--- src/rtl/axi_port_arbiter.sv ---
// Two-requester round-robin arbiter for a single AXI4 control port.
// Grants whole single-beat write (AW+W+B) or read (AR+R) transactions, one outstanding at a time.
module axi_port_arbiter #(
    parameter int AW  = 32,
    parameter int DW  = 32,
    parameter int IDW = 1
) (
    input  logic              wb_clk_i,
    input  logic              wb_rst_ni,
    // requester 0
    input  logic              m0_awvalid,
    output logic              m0_awready,
    input  logic [AW-1:0]     m0_awaddr,
    input  logic [IDW-1:0]    m0_awid,
    input  logic              m0_wvalid,
    output logic              m0_wready,
    input  logic [DW-1:0]     m0_wdata,
    input  logic [DW/8-1:0]   m0_wstrb,
    output logic              m0_bvalid,
    input  logic              m0_bready,
    output logic [1:0]        m0_bresp,
    output logic [IDW-1:0]    m0_bid,
    input  logic              m0_arvalid,
    output logic              m0_arready,
    input  logic [AW-1:0]     m0_araddr,
    input  logic [IDW-1:0]    m0_arid,
    output logic              m0_rvalid,
    input  logic              m0_rready,
    output logic [DW-1:0]     m0_rdata,
    output logic [1:0]        m0_rresp,
    output logic [IDW-1:0]    m0_rid,
    output logic              m0_rlast,
    // requester 1
    input  logic              m1_awvalid,
    output logic              m1_awready,
    input  logic [AW-1:0]     m1_awaddr,
    input  logic [IDW-1:0]    m1_awid,
    input  logic              m1_wvalid,
    output logic              m1_wready,
    input  logic [DW-1:0]     m1_wdata,
    input  logic [DW/8-1:0]   m1_wstrb,
    output logic              m1_bvalid,
    input  logic              m1_bready,
    output logic [1:0]        m1_bresp,
    output logic [IDW-1:0]    m1_bid,
    input  logic              m1_arvalid,
    output logic              m1_arready,
    input  logic [AW-1:0]     m1_araddr,
    input  logic [IDW-1:0]    m1_arid,
    output logic              m1_rvalid,
    input  logic              m1_rready,
    output logic [DW-1:0]     m1_rdata,
    output logic [1:0]        m1_rresp,
    output logic [IDW-1:0]    m1_rid,
    output logic              m1_rlast,
    // slave side toward ioMem_0
    output logic              s_awvalid,
    input  logic              s_awready,
    output logic [AW-1:0]     s_awaddr,
    output logic [IDW:0]      s_awid,
    output logic              s_wvalid,
    input  logic              s_wready,
    output logic [DW-1:0]     s_wdata,
    output logic [DW/8-1:0]   s_wstrb,
    input  logic              s_bvalid,
    output logic              s_bready,
    input  logic [1:0]        s_bresp,
    input  logic [IDW:0]      s_bid,
    output logic              s_arvalid,
    input  logic              s_arready,
    output logic [AW-1:0]     s_araddr,
    output logic [IDW:0]      s_arid,
    input  logic              s_rvalid,
    output logic              s_rready,
    input  logic [DW-1:0]     s_rdata,
    input  logic [1:0]        s_rresp,
    input  logic [IDW:0]      s_rid,
    input  logic              s_rlast,
    output logic              busy_o,
    output logic              grant_o
);

    typedef enum logic [2:0] {IDLE, WR_ADDR, WR_RESP, RD_ADDR, RD_DATA} state_t;

    state_t state_reg, state_next;
    logic   grant_reg, grant_next;
    logic   last_grant_reg, last_grant_next;
    logic   aw_done_reg, aw_done_next;
    logic   w_done_reg, w_done_next;

    logic [1:0]      awvalid_v, wvalid_v, arvalid_v, bready_v, rready_v;
    logic [1:0]      wr_req, req, sel;
    logic [1:0]      awready_v, wready_v, arready_v, bvalid_v, rvalid_v;
    logic [AW-1:0]   awaddr_v [2];
    logic [AW-1:0]   araddr_v [2];
    logic [IDW-1:0]  awid_v [2];
    logic [IDW-1:0]  arid_v [2];
    logic [DW-1:0]   wdata_v [2];
    logic [DW/8-1:0] wstrb_v [2];
    logic            pick, aw_hs, w_hs;
    logic            lane_awready, lane_wready, lane_arready, lane_bvalid, lane_rvalid;
    logic            unused_id_msb;

    assign awvalid_v = {m1_awvalid, m0_awvalid};
    assign wvalid_v  = {m1_wvalid,  m0_wvalid};
    assign arvalid_v = {m1_arvalid, m0_arvalid};
    assign bready_v  = {m1_bready,  m0_bready};
    assign rready_v  = {m1_rready,  m0_rready};
    assign awaddr_v  = '{m0_awaddr, m1_awaddr};
    assign araddr_v  = '{m0_araddr, m1_araddr};
    assign awid_v    = '{m0_awid,   m1_awid};
    assign arid_v    = '{m0_arid,   m1_arid};
    assign wdata_v   = '{m0_wdata,  m1_wdata};
    assign wstrb_v   = '{m0_wstrb,  m1_wstrb};

    assign wr_req = awvalid_v & wvalid_v;
    assign req    = wr_req | arvalid_v;

    // Request payload always follows the granted lane; valids are gated by the FSM.
    assign s_awaddr = awaddr_v[grant_reg];
    assign s_awid   = {grant_reg, awid_v[grant_reg]};
    assign s_wdata  = wdata_v[grant_reg];
    assign s_wstrb  = wstrb_v[grant_reg];
    assign s_araddr = araddr_v[grant_reg];
    assign s_arid   = {grant_reg, arid_v[grant_reg]};

    // The ID MSB is ignored on responses: with one outstanding the grant is authoritative.
    assign unused_id_msb = s_bid[IDW] ^ s_rid[IDW];

    always_comb begin
        state_next      = state_reg;
        grant_next      = grant_reg;
        last_grant_next = last_grant_reg;
        aw_done_next    = aw_done_reg;
        w_done_next     = w_done_reg;
        pick            = 1'b0;
        aw_hs           = 1'b0;
        w_hs            = 1'b0;
        s_awvalid       = 1'b0;
        s_wvalid        = 1'b0;
        s_arvalid       = 1'b0;
        s_bready        = 1'b0;
        s_rready        = 1'b0;
        lane_awready    = 1'b0;
        lane_wready     = 1'b0;
        lane_arready    = 1'b0;
        lane_bvalid     = 1'b0;
        lane_rvalid     = 1'b0;
        case (state_reg)
            IDLE: begin
                if (|req) begin
                    pick       = (&req) ? ~last_grant_reg : req[1];
                    grant_next = pick;
                    state_next = wr_req[pick] ? WR_ADDR : RD_ADDR;
                end
            end
            WR_ADDR: begin
                s_awvalid    = awvalid_v[grant_reg] & ~aw_done_reg;
                s_wvalid     = wvalid_v[grant_reg] & ~w_done_reg;
                lane_awready = s_awready & ~aw_done_reg;
                lane_wready  = s_wready & ~w_done_reg;
                aw_hs        = s_awvalid & s_awready;
                w_hs         = s_wvalid & s_wready;
                aw_done_next = aw_done_reg | aw_hs;
                w_done_next  = w_done_reg | w_hs;
                if ((aw_done_reg | aw_hs) & (w_done_reg | w_hs)) begin
                    state_next   = WR_RESP;
                    aw_done_next = 1'b0;
                    w_done_next  = 1'b0;
                end
            end
            WR_RESP: begin
                s_bready    = bready_v[grant_reg];
                lane_bvalid = s_bvalid;
                if (s_bvalid & s_bready) begin
                    state_next      = IDLE;
                    last_grant_next = grant_reg;
                end
            end
            RD_ADDR: begin
                s_arvalid    = arvalid_v[grant_reg];
                lane_arready = s_arready;
                if (s_arvalid & s_arready) begin
                    state_next = RD_DATA;
                end
            end
            RD_DATA: begin
                s_rready    = rready_v[grant_reg];
                lane_rvalid = s_rvalid;
                if (s_rvalid & s_rready & s_rlast) begin
                    state_next      = IDLE;
                    last_grant_next = grant_reg;
                end
            end
            default: state_next = IDLE;
        endcase
    end

    // Handshake signals reach only the granted requester.
    generate
        for (genvar gi = 0; gi < 2; gi++) begin : g_lane
            assign sel[gi]       = (gi == 0) ? ~grant_reg : grant_reg;
            assign awready_v[gi] = sel[gi] & lane_awready;
            assign wready_v[gi]  = sel[gi] & lane_wready;
            assign arready_v[gi] = sel[gi] & lane_arready;
            assign bvalid_v[gi]  = sel[gi] & lane_bvalid;
            assign rvalid_v[gi]  = sel[gi] & lane_rvalid;
        end
    endgenerate

    assign m0_awready = awready_v[0];
    assign m1_awready = awready_v[1];
    assign m0_wready  = wready_v[0];
    assign m1_wready  = wready_v[1];
    assign m0_arready = arready_v[0];
    assign m1_arready = arready_v[1];
    assign m0_bvalid  = bvalid_v[0];
    assign m1_bvalid  = bvalid_v[1];
    assign m0_rvalid  = rvalid_v[0];
    assign m1_rvalid  = rvalid_v[1];

    assign m0_bresp = s_bresp;
    assign m1_bresp = s_bresp;
    assign m0_bid   = s_bid[IDW-1:0];
    assign m1_bid   = s_bid[IDW-1:0];
    assign m0_rdata = s_rdata;
    assign m1_rdata = s_rdata;
    assign m0_rresp = s_rresp;
    assign m1_rresp = s_rresp;
    assign m0_rid   = s_rid[IDW-1:0];
    assign m1_rid   = s_rid[IDW-1:0];
    assign m0_rlast = s_rlast;
    assign m1_rlast = s_rlast;

    // last_grant resets to 1 so requester 0 wins the first tie.
    always_ff @(posedge wb_clk_i or negedge wb_rst_ni) begin
        if (!wb_rst_ni) begin
            state_reg      <= IDLE;
            grant_reg      <= 1'b0;
            last_grant_reg <= 1'b1;
            aw_done_reg    <= 1'b0;
            w_done_reg     <= 1'b0;
        end else begin
            state_reg      <= state_next;
            grant_reg      <= grant_next;
            last_grant_reg <= last_grant_next;
            aw_done_reg    <= aw_done_next;
            w_done_reg     <= w_done_next;
        end
    end

    assign busy_o  = (state_reg != IDLE);
    assign grant_o = grant_reg;

endmodule

--- config.mk ---
export PLATFORM = sky130hd
export DESIGN_NAME = axi_port_arbiter
export DESIGN_NICKNAME = d
export VERILOG_FILES = /design/src/rtl/axi_port_arbiter.sv
export SDC_FILE = /design/constraint.sdc
export NUM_CORES = 1
export LEC_CHECK = 0
export BUFFER_PORTS_ARGS = -buffer_cell sky130_fd_sc_hd__clkbuf_2
export CORE_AREA = 5 5 175 177
export CTS_BUF_LIST = sky130_fd_sc_hd__clkbuf_8
export DETAILED_ROUTE_END_ITERATION = 10
export DIE_AREA = 0 0 180 182
export GPL_ROUTABILITY_DRIVEN = 0
export PLACE_DENSITY = 0.35
export SLEW_MARGIN = 15
export SYNTH_ARGS = -nofsm -noshare
export SYNTH_HDL_FRONTEND = slang
export SYNTH_SLANG_ARGS = --single-unit
--- constraint.sdc ---
create_clock -name wb_clk_i -period 2 [get_ports wb_clk_i]
set_clock_uncertainty 0.15 [all_clocks]
set_input_delay 0.1 -clock wb_clk_i [delete_from_list [all_inputs] [get_ports wb_clk_i]]
set_output_delay 0.1 -clock wb_clk_i [all_outputs]
set_load 0.02 [all_outputs]
==> metrics list, run 1 <==
- Power density of the placed cells: about 1100 nW/µm²
- Critical path class: flop to output pin
- Setup Viol. Count Final: 0
- Counting instances, the worst hold path has a depth of 0.
* Detailed route wirelength on metal2: ~6400 µm
- The die covers approximately 33000 µm².
- Number of cells traversed by the worst register-to-register path: 4
* Critical Path AT: around 1700 ps
- Synth warn: 0
* Crit. End Element: output pin
* IO Count: between 400 and 500
- GRT Total Usage: 0.06951
- Gr ovfl total: 0
* Static Leak: roughly 2.2 nW
- Sink count of the clock tree: 7
- Critical path peak fanout: 22
- At the end of the flow, the number of nets in the layout was between 800 and 900.
* Transition at the pin with the smallest max-transition slack: around 400 ps
* Pin count of the biggest net entering global routing: 56
- Setup repair after global routing missed its margin: false
* Number of H-tree levels: 1
* Main synth FF type: sky130_fd_sc_hd__dfrtp_1
- The count of final hold-check violations came to 0.
* Via Count: ~2900
- The pre-antenna-repair detailed-routing pass consisted of 4 iterations.
- Counting the buffers created by CTS gives 3.
- STA classifies the critical path startpoint as a flop.
- The share of the Yosys chip area taken by registers is 0.07205.
* Post-synth EDFFs: 0
- The detail route stage leaves a number of antenna-violating nets equal to 0.
* Post-route DRC violation count: 0
- Static timing analysis puts the maximum clock frequency at about 520 MHz.
- For this run, the share of the core covered by cells in the final layout is 0.1434.
* Min-delay worst type: primary input to output pin
- The region available for standard cell placement spans between 20000 and 30000 µm².
* Wirelength per Cell: about 14 µm
- Clock tree from TritonCTS: yes
- Count of routing violations after the opening detailed-route iteration: 63
* Layout cell share with drive strength beyond 1: 0.8632
- Final critical-path required period: around 1900 ps
* Fraction of registers with async set/reset: 1.000
- Max Used Layer: met4
- In this run the cell area of the synthesized design comes to between 2000 and 2500 µm².
* Post-DP HPWL: ~12000 µm
- Clock-pin slew was measured on the worst setup and hold paths at about 40 ps.
- The count of final max-slew check failures is 0.
- Number of buffer cells added on primary ports: 344
* Initial Util: 0.08418
- The filler cells instantiated in the layout total between 3000 and 4000.
- Clock latency at the later pin of the worst-skew pair: about 230 ps
- For this block, wires on met1 add up to between 4000 and 5000 µm.
- The longest clock path from root to sink contains 2 buffers.
- The flow ran to the end, and the final reports show no timing, DRC or antenna violations.
- Data required time of the critical path: between 1500 and 2000 ps
- Met3 wire length: between 1000 and 1500 µm
- Mean number of vias per cell: 3.117
- IR analysis of the VDD net gives a maximum drop of ~0.32 mV.
* Die span in x: around 180 µm
* Final Cycle Share: 0.9572
- Relative to the synthesized area, the layout overhead comes to 70.36%.
* Setup_tns: 0 ps
* Row count: 63
- First-pass GRT wire length: between 15000 and 20000 µm
* Distinct cell type count of the synthesized netlist: 33
- The tree is rooted in a sky130_fd_sc_hd__clkbuf_8.
- Gate count after technology mapping: 279
- In this run the mean area of a mapped cell was 8.776 µm².
* Synthesis-stage register bit count: 7
- The worst pin sits at a relative slew slack of 0.7281.
* Number of global-route vias before repair: 3181
- The register with the most flip-flops in the layout has 3 of them.
- Total of max-cap violations: 0
- The floorplan step set the die height to 182 µm.
* Overall power of the completed layout: 4.661 mW
- The number of antenna violations at the first check in global routing was 0.
* Total length of routed wires: 12770 µm
* Number of nets in the synthesized netlist: between 500 and 600
[what timing repair did]
item | in CTS | in global routing
hold endpoints to repair | 7 | 0
hold buffers | 1 | 0
gates resized for setup | 3 | 4
cloned | 0 | 1
setup buffers | 0 | 0
setup endpoints to repair | 2 | 30
[power breakdown]
group	switching, mW	internal (mW)	total [mW]
Sequential	0.100	0.222	0.323
Combinational	2.30	1.84	4.14
Clock	0.0615	0.133	0.194
Total	2.47	2.20	4.66
[final cells by class]
type | instances | area, µm² | area share
repair buffers | 353 | 1848 | 0.4430
multi-input cells | 174 | 1597 | 0.3827
well taps | 390 | 488.0 | 0.1170
flip-flops and latches | 7 | 180.2 | 0.04319
clock buffers | 3 | 41.29 | 0.009898
inverters | 3 | 11.26 | 0.002699
clock inverters | 1 | 3.754 | 0.0008998
diodes | 1 | 2.502 | 0.0005999
[stage by stage]
stage	cell area (µm²)	hold slack (ps)	worst slack, ps	instances
floorplan	2449	-345.6	127.9	279
global placement	4064	-195.2	162.1	925
finish	4172	50.01	85.61	932
CTS	4133	50.20	0.4322	930
global route	4169	50.04	14.10	931
detailed placement	4064	-195.6	141.6	925
[final timing paths]
kind | start | to | slack, ps
min | s_rdata[25] | m0_rdata[25] | 50
max reg2reg | grant_o$_DFFE_PN0P_ | last_grant_reg$_DFFE_PN1P_ | 150
min in group asynchronous | wb_rst_ni | state_reg[2]$_DFFE_PN0P_ | 100
max in group asynchronous | wb_rst_ni | last_grant_reg$_DFFE_PN1P_ | 1360
min reg2reg | w_done_reg$_DFFE_PN0P_ | w_done_reg$_DFFE_PN0P_ | 370
max | grant_o$_DFFE_PN0P_ | s_wdata[10] | 90
[logic make-up (layout without fill, tap and decap cells)]
kind of cell,after synthesis,after routing,share of synthesized area
simple gates,48,48,0.09811
buf+inv,98,360,0.2805
other cells,0,1,0
mux,108,108,0.4977
compound gates,18,18,0.05161
flops,7,7,0.07205
[synthesized netlist by cell type, types with 2 or more instances]
library cell,count,share of area
sky130_fd_sc_hd__a21o_1,2,0.0061
sky130_fd_sc_hd__a32o_1,2,0.0082
sky130_fd_sc_hd__and3_1,3,0.0077
sky130_fd_sc_hd__clkbuf_1,5,0.0077
sky130_fd_sc_hd__buf_4,80,0.25
sky130_fd_sc_hd__and2_1,3,0.0077
sky130_fd_sc_hd__a31oi_1,3,0.0077
sky130_fd_sc_hd__inv_1,3,0.0046
sky130_fd_sc_hd__nand2_1,11,0.017
sky130_fd_sc_hd__mux2_2,105,0.48
sky130_fd_sc_hd__nand3_1,5,0.010
sky130_fd_sc_hd__nand3b_1,2,0.0061
sky130_fd_sc_hd__or3b_1,2,0.0072
sky130_fd_sc_hd__nor2b_1,3,0.0077
sky130_fd_sc_hd__dfrtp_1,6,0.061
sky130_fd_sc_hd__nor3_1,3,0.0061
sky130_fd_sc_hd__buf_2,9,0.018
sky130_fd_sc_hd__o21ai_0,3,0.0061
sky130_fd_sc_hd__a21oi_1,2,0.0041
sky130_fd_sc_hd__nor2_1,13,0.020
sky130_fd_sc_hd__nand2b_1,2,0.0051
[cells in the final DEF (no fill, tap or decap), drive strengths merged, types with 3 or more instances in the layout]
cell and instances:
a21oi 3, a31oi 3, and2 3, and3 3
buf 7, clkbuf 348, dfrtp 6, inv 4
mux2 107, nand2 11, nand3 5, nor2 13
nor2b 3, nor3 3, o21ai 3
[worst max-delay path: stages, from the launching register on]
cell                       delay [ps]
sky130_fd_sc_hd__dfrtp_4          490
sky130_fd_sc_hd__buf_6            180
sky130_fd_sc_hd__buf_16           180
sky130_fd_sc_hd__mux2_2           390
sky130_fd_sc_hd__clkbuf_2         170
[per-layer routing]
layer | vias to the layer above | GRT usage
li1 | 1426 | -
met1 | 1255 | 0.07980
met2 | 199 | 0.1235
met3 | 25 | 0.02524
met4 | 0 | 0.01615
met5 | - | 0
(Power assumes the default switching activity.)
==> run 2: changes to the inputs <==
--- a/config.mk
+++ b/config.mk
@@ -5,12 +5,14 @@
 export SDC_FILE = /design/constraint.sdc
 export NUM_CORES = 1
 export LEC_CHECK = 0
+export ABC_AREA = 1
 export BUFFER_PORTS_ARGS = -buffer_cell sky130_fd_sc_hd__clkbuf_2
-export CORE_AREA = 5 5 175 177
+export CORE_AREA = 5 5 178 180
 export CTS_BUF_LIST = sky130_fd_sc_hd__clkbuf_8
 export DETAILED_ROUTE_END_ITERATION = 10
-export DIE_AREA = 0 0 180 182
+export DIE_AREA = 0 0 183 185
 export GPL_ROUTABILITY_DRIVEN = 0
+export GPL_TIMING_DRIVEN = 0
 export PLACE_DENSITY = 0.35
 export SLEW_MARGIN = 15
 export SYNTH_ARGS = -nofsm -noshare
==> run 2 against run 1 <==
Against the previous run: combinational power is 26% higher; critical path depth is 3 higher; global-route usage is 2.5 points higher; worst hold slack better by 31 ps; sequential power is 12% lower; clock-buffer cell count stayed put; synthesized cell count is 87% higher; first-iteration DRC count is 63% higher.
==> metrics list, run 2 <==
- Outcome: completed (unchanged).
- Most numerous cell types in the synthesized netlist: sky130_fd_sc_hd__nand2_1 (343), sky130_fd_sc_hd__buf_4 (80), sky130_fd_sc_hd__inv_1 (20), sky130_fd_sc_hd__nor2_1 (14) (was sky130_fd_sc_hd__mux2_2 (105), sky130_fd_sc_hd__buf_4 (80), sky130_fd_sc_hd__nor2_1 (13), sky130_fd_sc_hd__nand2_1 (11), sky130_fd_sc_hd__buf_2 (9))
- Setup repair after global routing missed its margin: false (unchanged).
- Mean instance size in the synthesized netlist: 4.839 µm² (was 8.776 µm²)
* Biggest area contributors in the synthesized netlist: sky130_fd_sc_hd__nand2_1 (51%), sky130_fd_sc_hd__buf_4 (24%), sky130_fd_sc_hd__dfrtp_1 (5.9%) (was sky130_fd_sc_hd__mux2_2 (48%), sky130_fd_sc_hd__buf_4 (25%), sky130_fd_sc_hd__dfrtp_1 (6.1%))
* Main synth FF type: sky130_fd_sc_hd__dfrtp_1 (unchanged)
* Number of global-route vias before repair: 4451 (was 3181)
* Antenna Violating Nets Remaining: 0 (unchanged)
* Sink count of the clock tree: 7 (unchanged)
- Total of max-cap violations: 0 (unchanged)
- Post-DP HPWL: 16780 µm (was 11540 µm)
* Register clock-pin slew on the reported worst setup and hold paths: 40 ps (about the same)
- The highest fanout seen on the critical path is 10 (was 22).
- The wire length of the first global-routing pass was 25410 µm (was 18160 µm).
- Via Count: 4432 (was 2905)
- The flip-flop count of the largest register after layout came to 3 (unchanged).
- Largest buffer count on any clock path: 2 (unchanged)
- Wirelength per Cell: 13.65 µm (was 13.70 µm)
- Area post-placement: 5124 µm² (was 4064 µm²)
* Synthesis-stage register bit count: 7 (unchanged)
- Mean number of vias per cell: 3.298 (was 3.117)
- Number of H-tree levels: 1 (unchanged)
- Area growth, synth to finish: 107.9% (was 70.36%)
- The synthesis warning total was 0 (unchanged).
- The adder-cell share of the synthesized area is 0 (unchanged).
- The synthesized netlist net count was 784 (was 541).
- The die extent in y came to 185 µm (was 182 µm).
- The critical path capture point type is an output pin (unchanged).
* Total length of routed wires: 18350 µm (was 12770 µm)
- The number of buffer cells added on primary ports was 420 (was 344).
* Number of cells traversed by the worst register-to-register path: 6 (was 4)
- Slew Limit Fails: 0 (unchanged)
* WHS Path Cells: 3 (was 0)
- Setup Viol. Count Final: 0 (unchanged)
- The transition at the pin with the smallest max-transition slack was 450.4 ps (was 404.8 ps).
- Xor and xnor area share after synthesis: 0 (unchanged)
- Gr ovfl total: 0 (unchanged)
* GRT Total Usage: 0.09464 (was 0.06951)
- The number of antenna violations at the first check in global routing is 0 (unchanged).
- The critical path data required time was 1750 ps (about the same).
* Capture endpoint of the worst hold path: aw_done_reg$_DFFE_PN0P_ (was m0_rdata[25])
- The top-level port count came to 461 (unchanged).
- Die span in x: 183 µm (was 180 µm)
- Crit Reg-Reg Endpoint: last_grant_reg$_DFFE_PN1P_ (unchanged)
- The maximum number of pins on one net before global-route repair was 11 (was 56).
- Final Cycle Share: 0.9522 (was 0.9572)
- Non-filler cells, final: 1344 (was 932)
- Area share of the largest cell type after synthesis: 0.5097 (was 0.4829)
* Row count: 64 (was 63)
- Critical path class: flop to output pin (unchanged)
- The share of the synthesized area in compound gates (AO/OA/AOI/OAI) was 0.02576 (was 0.05161).
- Most frequent cells in the layout: sky130_fd_sc_hd__clkbuf_2 (426), sky130_fd_sc_hd__nand2_1 (343), sky130_fd_sc_hd__buf_4 (83) (was sky130_fd_sc_hd__clkbuf_2 (343), sky130_fd_sc_hd__mux2_2 (104), sky130_fd_sc_hd__nor2_1 (12))
* Count of routing violations after the opening detailed-route iteration: 103 (was 63)
- The starting density of the core was 0.08413 (was 0.08418).
- The CTS buffer count was 3 (unchanged).
- The synthesized cell area came to 2526 µm² (was 2449 µm²).
- The power per cell area came to 1085 nW/µm² (was 1117 nW/µm²).
- The static power due to leakage is 3.559 nW (was 2.205 nW).
- Final critical-path required period: 1904 ps (was 1914 ps)
- Count of final hold-check violations: 0 (unchanged)
- Post-Synth Simple-Gate Area: 0.5884 (was 0.09811)
- The count of unresolved DRC violations after routing came to 0 (unchanged).
- The buffer type at the clock tree root is sky130_fd_sc_hd__clkbuf_8 (unchanged).
* Die footprint: 33860 µm² (was 32760 µm²)
* Clock latency at the later pin of the worst-skew pair: 230 ps (about the same)
* Proportion of synthesized chip area in sequential cells: 0.06984 (was 0.07205)
- Critical Path AT: 1650 ps (was 1660 ps)
- The combinational family with the most area after synthesis is simple AND/OR/NAND/NOR gates (was multiplexers).
- The worst vdd rail ir drop came to 0.2942 mV (was 0.3208 mV).
- Type of origin of the critical path: flop (unchanged)
- The first-pass iteration count of the detailed router came to 4 (unchanged).
- Final standard cell area without fillers: 5253 µm² (was 4172 µm²)
- Min-delay worst type: primary input to flop (was primary input to output pin)
- The startpoint of the lowest-slack hold path was s_awready (was s_rdata[25]).
- The reg-to-reg startpoint is state_reg[1]$_DFFE_PN0P_ (was grant_o$_DFFE_PN0P_).
* Register-to-Register Setup Slack: 440 ps (was 150 ps)
- Most common cell after layout, fill and taps aside: sky130_fd_sc_hd__clkbuf_2 (unchanged)
* # diodes: 0 (was 1)
* Post-layout net count: 1211 (was 804)
- Library cell with the largest summed area after synthesis: sky130_fd_sc_hd__nand2_1 (was sky130_fd_sc_hd__mux2_2)
- Distinct cell type count of the synthesized netlist: 23 (was 33)
- Post-synth EDFFs: 0 (unchanged)
* Max-slew headroom at the worst pin: 0.6997 (was 0.7281)
- The upper clock frequency limit came to 525.1 MHz (was 522.4 MHz).
* Layout cell share with drive strength beyond 1: 0.5707 (was 0.8632)
- Fraction of registers with async set/reset: 1.000 (unchanged)
- Gate count after technology mapping: 522 (was 279)
* Area of the core region: 30030 µm² (was 29090 µm²)
* Number of placed instances, taps included: 1338 (was 925)
- The cell with the most instances after synthesis was sky130_fd_sc_hd__nand2_1 (was sky130_fd_sc_hd__mux2_2).
- Clock tree from TritonCTS: yes (unchanged)
- Multiplexer share of the synthesized area: 0 (was 0.4977)
run 2: changes by cell type after synthesis, moves of 3 or more:
cell | previous run | this run
sky130_fd_sc_hd__nor2b_1 | 3 | 0
sky130_fd_sc_hd__and3_1 | 3 | 0
sky130_fd_sc_hd__nand2_1 | 11 | 343
sky130_fd_sc_hd__mux2_2 | 105 | 0
sky130_fd_sc_hd__clkbuf_1 | 5 | 11
sky130_fd_sc_hd__nand2_2 | 0 | 8
sky130_fd_sc_hd__inv_1 | 3 | 20
sky130_fd_sc_hd__o21ai_1 | 0 | 3
sky130_fd_sc_hd__and2_1 | 3 | 0
sky130_fd_sc_hd__o21ai_0 | 3 | 0
run 2: worst max-delay path by stage:
stage                              startpoint           end  cells past startpoint
after floorplan           grant_o$_DFFE_PN0P_    m1_arready                      4
after global placement    grant_o$_DFFE_PN0P_   s_awaddr[7]                      6
after detailed placement  grant_o$_DFFE_PN0P_   s_awaddr[7]                      6
after CTS                 grant_o$_DFFE_PN0P_  s_awaddr[23]                      6
after global routing      grant_o$_DFFE_PN0P_   s_wdata[29]                      5
final                     grant_o$_DFFE_PN0P_   s_araddr[7]                      7
run 2: power by group:
| group | total (mW) | internal (mW) | leakage [nW] | switching, mW |
|---|---|---|---|---|
| logic | 5.22 | 1.68 | 3.45 | 3.53 |
| clock network | 0.200 | 0.133 | 0.0269 | 0.0667 |
| registers | 0.283 | 0.211 | 0.0859 | 0.0719 |
run 2: per-stage QoR:
stage	setup WS [ps]	utilization	power, mW	hold slack [ps]	setup TNS (ps)
4_1_cts	5.816	0.1742	5.799	79.99	0
3_3_place_gp	-296.2	0.1706	5.503	-194.7	-5633
2_1_floorplan	256.8	-	3.434	-345.6	0
3_5_place_dp	-276.8	0.1706	5.471	-194.9	-4828
5_1_grt	0.7319	0.1749	6.246	122.2	0
6_report	95.61	0.1749	5.698	80.69	0
run 2: area by class of cell:
cell class	count	area, µm²
multi-input combinational	390	1559
inverter	21	81.33
timing repair buffer	422	2122
clock inverter	1	3.754
clock buffer	3	41.29
tap	396	495.5
buffer	104	772.0
fill	3626	24780
sequential	7	177.7
run 2: cells by family after synthesis:
family,after synthesis
compound gates,9
buf+inv,125
flops,7
simple gates,381
run 2: critical path: stages (launching register included):
cell	delay [ps]
sky130_fd_sc_hd__dfrtp_2	440
sky130_fd_sc_hd__inv_4	110
sky130_fd_sc_hd__buf_12	160
sky130_fd_sc_hd__buf_8	160
sky130_fd_sc_hd__buf_6	160
sky130_fd_sc_hd__nand2_1	60
sky130_fd_sc_hd__nand2_1	120
sky130_fd_sc_hd__clkbuf_4	200
run 2: what timing repair did:
action,4_1_cts,5_1_grt
gates resized for setup,19,10
pin swaps,0,0
endpoints found under the hold margin,7,0
endpoints found under the setup margin,100,30
hold buffers,1,0
buffers inserted,1,0
run 2: metal layers:
layer | up-vias | global-route usage | routed length [µm]
li1 | 2328 | - | -
met1 | 1872 | 0.1190 | 7374
met2 | 229 | 0.1758 | 9447
met3 | 3 | 0.01925 | 1509
met4 | 0 | 0.003576 | 21
met5 | - | 0 | 0
